### src/rtl/clock_pkg.sv
// Shared clock/chime definitions: field widths, day constants, chime FSM
// state encoding and the 24h-hour to 12h-strike mapping.
`timescale 1ns/1ps
package clock_pkg;

    localparam int unsigned HOUR_W        = 5;
    localparam int unsigned MIN_W         = 6;
    localparam int unsigned SEC_W         = 6;
    localparam int unsigned CNT_W         = 5;
    localparam int unsigned HOURS_PER_DAY = 24;
    localparam int unsigned MAX_STRIKES   = 12;

    typedef enum logic [1:0] {
        IDLE     = 2'd0,
        CHIME    = 2'd1,
        COOLDOWN = 2'd2
    } chime_state_t;

    // Midnight strikes twelve; afternoon hours fold back onto 1..11.
    function automatic logic [CNT_W-1:0] hour_to_strikes(input logic [HOUR_W-1:0] h);
        logic [CNT_W-1:0] strikes;
        if (h == '0) begin
            strikes = CNT_W'(MAX_STRIKES);
        end else if (h <= HOUR_W'(MAX_STRIKES)) begin
            strikes = CNT_W'(h);
        end else begin
            strikes = CNT_W'(h - HOUR_W'(MAX_STRIKES));
        end
        return strikes;
    endfunction

endpackage

### src/rtl/chime_hold_timer.sv
// Saturating 1 Hz tick counter measuring how long the chime enable has
// been held. 'expire' flags the tick that brings the count up to HOLD_SEC
// so the controller can drop the enable on that same edge.
`timescale 1ns/1ps
module chime_hold_timer
    import clock_pkg::*;
#(
    parameter int unsigned HOLD_SEC = 16
) (
    input  logic             clk,
    input  logic             rst,
    input  logic             clear,
    input  logic             enable,
    input  logic             tick_1hz,
    output logic [CNT_W-1:0] count,
    output logic             expire,
    output logic             done
);

    localparam logic [CNT_W-1:0] HOLD_LAST = CNT_W'(HOLD_SEC - 1);
    localparam logic [CNT_W-1:0] HOLD_FULL = CNT_W'(HOLD_SEC);

    // Count enabled ticks, saturating at all-ones; clear has priority.
    always_ff @(posedge clk or negedge rst) begin
        if (!rst) begin
            count <= '0;
        end else if (clear) begin
            count <= '0;
        end else if (enable && tick_1hz && (count != '1)) begin
            count <= count + 1'b1;
        end
    end

    // Flag the counting tick that reaches the hold window, plus a level once reached.
    always_comb begin
        expire = enable && tick_1hz && (count >= HOLD_LAST);
        done   = (count >= HOLD_FULL);
    end

endmodule

### src/rtl/hour_chime_ctrl.sv
// Top-of-hour strike controller. Detects hh:00:00, latches a 1..12 strike
// count and holds chime_en for HOLD_SEC seconds, then waits out the :00
// minute in COOLDOWN so the same hour cannot retrigger.
// Optional feature macro: HOUR_CHIME_QUIET_EN (suppress chimes during the
// [QUIET_START, QUIET_END) hour window).
`timescale 1ns/1ps
module hour_chime_ctrl
    import clock_pkg::*;
#(
    parameter int unsigned HOLD_SEC    = 16,
    parameter int unsigned QUIET_START = 22,
    parameter int unsigned QUIET_END   = 7
) (
    input  logic              clk,
    input  logic              rst,
    input  logic              tick_1hz,
    input  logic [HOUR_W-1:0] hour,
    input  logic [MIN_W-1:0]  minute,
    input  logic [SEC_W-1:0]  second,
    input  logic              chime_on,
    input  logic              set_mode,
    output logic              chime_en,
    output logic [CNT_W-1:0]  chime_count,
    output logic              busy
);

    chime_state_t     state;
    logic             match;
    logic             quiet;
    logic             hold_clear;
    logic             hold_enable;
    logic             hold_expire;
    logic             hold_done;
    logic [CNT_W-1:0] hold_count;

    // Top-of-hour detect; out-of-range hours never match.
    always_comb begin
        match = (minute == '0) && (second == '0) &&
                (hour <= HOUR_W'(HOURS_PER_DAY - 1));
    end

`ifdef HOUR_CHIME_QUIET_EN
    localparam logic [HOUR_W-1:0] Q_START = HOUR_W'(QUIET_START);
    localparam logic [HOUR_W-1:0] Q_END   = HOUR_W'(QUIET_END);

    // Quiet-window membership; the window wraps midnight when start > end.
    always_comb begin
        if (Q_START < Q_END) begin
            quiet = (hour >= Q_START) && (hour < Q_END);
        end else if (Q_START > Q_END) begin
            quiet = (hour >= Q_START) || (hour < Q_END);
        end else begin
            quiet = 1'b0;
        end
    end
`else
    // No quiet gating in this build.
    always_comb begin
        quiet = 1'b0;
    end
`endif

    // Timer runs only while chiming; held clear everywhere else so entry starts at zero.
    always_comb begin
        hold_enable = (state == CHIME);
        hold_clear  = (state != CHIME);
    end

    chime_hold_timer #(
        .HOLD_SEC (HOLD_SEC)
    ) u_hold (
        .clk      (clk),
        .rst      (rst),
        .clear    (hold_clear),
        .enable   (hold_enable),
        .tick_1hz (tick_1hz),
        .count    (hold_count),
        .expire   (hold_expire),
        .done     (hold_done)
    );

    // Chime FSM with registered enable, strike count and busy.
    always_ff @(posedge clk or negedge rst) begin
        if (!rst) begin
            state       <= IDLE;
            chime_en    <= 1'b0;
            chime_count <= '0;
            busy        <= 1'b0;
        end else begin
            case (state)
                IDLE: begin
                    if (match && chime_on && !set_mode) begin
                        if (quiet) begin
                            state    <= COOLDOWN;
                            chime_en <= 1'b0;
                            busy     <= 1'b1;
                        end else begin
                            state       <= CHIME;
                            chime_en    <= 1'b1;
                            chime_count <= hour_to_strikes(hour);
                            busy        <= 1'b1;
                        end
                    end
                end
                CHIME: begin
                    if (!chime_on || set_mode || hold_expire || hold_done) begin
                        state    <= COOLDOWN;
                        chime_en <= 1'b0;
                        busy     <= 1'b1;
                    end
                end
                COOLDOWN: begin
                    chime_en <= 1'b0;
                    if (minute != '0) begin
                        state <= IDLE;
                        busy  <= 1'b0;
                    end
                end
                default: begin
                    state    <= IDLE;
                    chime_en <= 1'b0;
                    busy     <= 1'b0;
                end
            endcase
        end
    end

endmodule

### config.mk
export PLATFORM = sky130hd
export DESIGN_NAME = hour_chime_ctrl
export DESIGN_NICKNAME = d
export VERILOG_FILES = /design/src/rtl/clock_pkg.sv /design/src/rtl/chime_hold_timer.sv /design/src/rtl/hour_chime_ctrl.sv
export SDC_FILE = /design/constraint.sdc
export NUM_CORES = 1
export LEC_CHECK = 0
export CORE_MARGIN = 2
export CORE_UTILIZATION = 44
export DETAILED_ROUTE_END_ITERATION = 8
export PLACE_DENSITY_LB_ADDON = 0.15
export SLEW_MARGIN = 10
export SYNTH_ARGS = -nofsm -noshare
export SYNTH_HDL_FRONTEND = slang
export SYNTH_HIERARCHICAL = 1
export SYNTH_SLANG_ARGS = --single-unit
### constraint.sdc
create_clock -name clk -period 1.94 [get_ports clk]
set_input_delay 0.291 -clock clk [delete_from_list [all_inputs] [get_ports clk]]
set_output_delay 0.291 -clock clk [all_outputs]
set_load 0.05 [all_outputs]
==> results of run 1 <==
==> cell usage in the layout (no fill, tap or decap), drive strengths merged, types with 2 or more instances in the layout <==
cell type and count:
nand2 9, nor3 3, ha 7, nor4 2, o31ai 3, dfrtp 14, nor2 8, o21ai 3
nand3 2, inv 8, buf 10, clkdlybuf4s50 28, or3 2, clkbuf 4, a21oi 6, mux2 4
==> synth_stat cells (all sizes together) (2+ instances only) <==
cell    n  area share
nand2   9       0.039
mux2    4       0.060
a21oi   6       0.034
o21ai   3       0.017
inv     8       0.034
o31ai   3       0.026
or3     2       0.020
nor2    8       0.034
ha      7        0.10
nor3    3       0.017
nor4    2       0.029
nand3   2       0.011
dfrtp  14        0.40
==> worst max path at each step <==
stage | startpoint | slack, ns | depth (start not counted) | to
floorplan | u_hold/count[0]$_DFFE_PN0P_ | 0.26 | 6 | u_hold/count[3]$_DFFE_PN0P_
global placement | minute[3] | -0.13 | 5 | chime_count[4]$_DFFE_PN0P_
detailed placement | hour[3] | -0.18 | 6 | chime_count[1]$_DFFE_PN0P_
CTS | hour[3] | 0.11 | 6 | chime_count[0]$_DFFE_PN0P_
global route | hour[3] | 0.05 | 6 | chime_count[0]$_DFFE_PN0P_
finish | hour[3] | 0.1 | 6 | chime_count[0]$_DFFE_PN0P_
==> cells by family after synthesis <==
logic type	after synthesis	synth area share
multiplexers	4	0.0602
adder cells (fa/ha/maj)	7	0.100
XOR/XNOR	2	0.0201
AO/OA/AOI/OAI	21	0.160
AND/OR/NAND/NOR	34	0.219
flip-flops	14	0.401
buffers and inverters	9	0.0387
==> power by group through the flow <==
stage | logic [µW] | clock network [µW] | registers, µW
2_1_floorplan | 30.2 | 0 | 322
3_3_place_gp | 127 | 0 | 306
3_5_place_dp | 130 | 0 | 306
4_1_cts | 131 | 219 | 300
5_1_grt | 139 | 235 | 300
6_report | 129 | 211 | 300
==> metrics by stage <==
stage / cell area [µm²] / hold WS [ns] / worst slack [ns]
after floorplan: 873 / -0.00459 / 0.255
after global placement: 1260 / 0.498 / -0.132
after detailed placement: 1260 / 0.494 / -0.182
after CTS: 1290 / 0.403 / 0.113
after global routing: 1290 / 0.432 / 0.0477
final: 1290 / 0.390 / 0.0985
==> area by class of cell <==
type,count,area [µm²],share of cell area
sequential,14,350,0.271
inverter,8,30.0,0.0232
tap,27,33.8,0.0261
clock buffer,4,36.3,0.0280
multi-input combinational,68,489,0.378
timing repair buffer,38,355,0.274
==> worst max-delay path, cell delays in order <==
cell and delay [ns]:
clkdlybuf4s50_1 0.53, inv_1 0.08, ha_1 0.18, a311oi_1 0.39, or3_4 0.25, mux2_4 0.30
==> per-layer routing <==
| layer | wire, µm | up-vias |
|---|---|---|
| li1 | - | 413 |
| met1 | 904 | 390 |
| met2 | 932 | 31 |
| met3 | 131 | 4 |
| met4 | 19 | 0 |
| met5 | 0 | - |
==> state kept, by name, summed over array words and instances (netlist names) <==
name,count
chime_en,1
chime_count,5
busy,1
state,2
u_hold/count,5
==> flow_summary.yaml, run 1 <==
timing:
  setup_tns_ns: 0
  rsz0062_at_grt: "no"
  timing.slew.headroom: 0.586
  drv_slew: 0
  timing_hold_violations_final: 0
  worst_slew_pin_slew_ns: 0.619
  setup_viol: 0
  fin_skew_ns: 0.00326
  fin_crit_ns: 1.84
  fmax_ghz: 0.543
  finalCritPeriodShare: 0.949
final_layout:
  nNetsFinal: 162
  fin_cells: 159
  fillers: 168
  antenna_cells: 0
  post-route-util: 0.674
  area_delta_synth_final_pct: 48.3
  drive_above_1_share: 0.182
power_and_ir_drop:
  share_comb_of_total_power: 0.202
  power_leakage_uw: 0.000567
  powerDensity_nw_per_um2: 494
  power_uw: 640
  swShare: 0.247
  power_frac_seq: 0.469
  p_switching_uw: 158
  p_int_uw: 481
  clock_power_share: 0.329
  ir_drop_uv: 372
grt:
  grt_pass1_vias: 815
  grt_max_degree: 15
  grt_util_met3: 0.0556
  antenna_found_initial: 0
  grt_use_met1: 0.231
  use_met2: 0.310
  overflow: 0
  grt_pass1_wl_um: 3460
  track_usage: 0.184
  busiest_layer: "met2"
setup_path:
  rr_startpoint: "u_hold/count[1]$_DFFE_PN0P_"
  worstSetupPathType: "in2reg"
  reg2reg_to: "u_hold/count[3]$_DFFE_PN0P_"
  critPathCaptureType: "flop"
  crit_arrival_ns: 2.01
  crit_path_max_fanout: 4
  required_ns: 2.11
  rrSetupSlack_ns: 0.14
  r2r_cells: 6
  cp-start-kind: "primary input"
drt:
  routed_wl_um: 1990
  firstDrtPassIters: 4
  dr_total_vias: 838
  viasPerCell: 5.27
  drt_drc_violations_left: 0
  wire_per_inst_um: 12.5
  ant_nets: 0
  drtIter0Drc: 13
logic_synthesis:
  synth_nets: 120
  ys_seq_elements: 14
  synth-edff-count: 0
  avgSynthCellArea_um2: 9.60
  netlist_instances: 91
  ys_types: 35
  yosys_warnings: 6
  syn_area_um2: 873
  seq_area_frac_synth: 0.401
  async_reset_ff_frac: 1.00
  synth_ff_type: "dfrtp_1"
floorplanning:
  start_util: 0.454
  die_x_um: 48.6
  num_rows: 16
  core_um2: 1920
  die-area_um2: 2360
  num_io_pins: 29
  die_h_um: 48.6
clocking:
  tritoncts: "built"
  worstSkewPairLatency_ns: 0.28
  root_buffer: "clkbuf_4"
  ctsResizeCount: 0
  hold_buffers: 0
  cts_buffers: 3
  cts_buffer_depth: 2
  cts_sinks: 14
  clkSlewWorstSetupHoldPaths_ns: 0.09
  htree_num_levels: 1
  post_cts_buffers: 0
status:
  run_status: "completed"
job:
  cap_violations: 0
placement:
  dpl.hpwl_um: 1600
  port_buffers: 28
  place.gp.congestion: 0.854
  dp.cells: 155
worst_hold_path:
  worstHoldPathType: "in2async"
Note: power is estimated with default switching activity, not from simulation.
==> inputs of run 2 (changes only) <==
- CTS_CLUSTER_DIAMETER: not set -> 100
==> results of run 2 <==
Same layout as run 1: the final DEF is identical, and so are final timing and power.
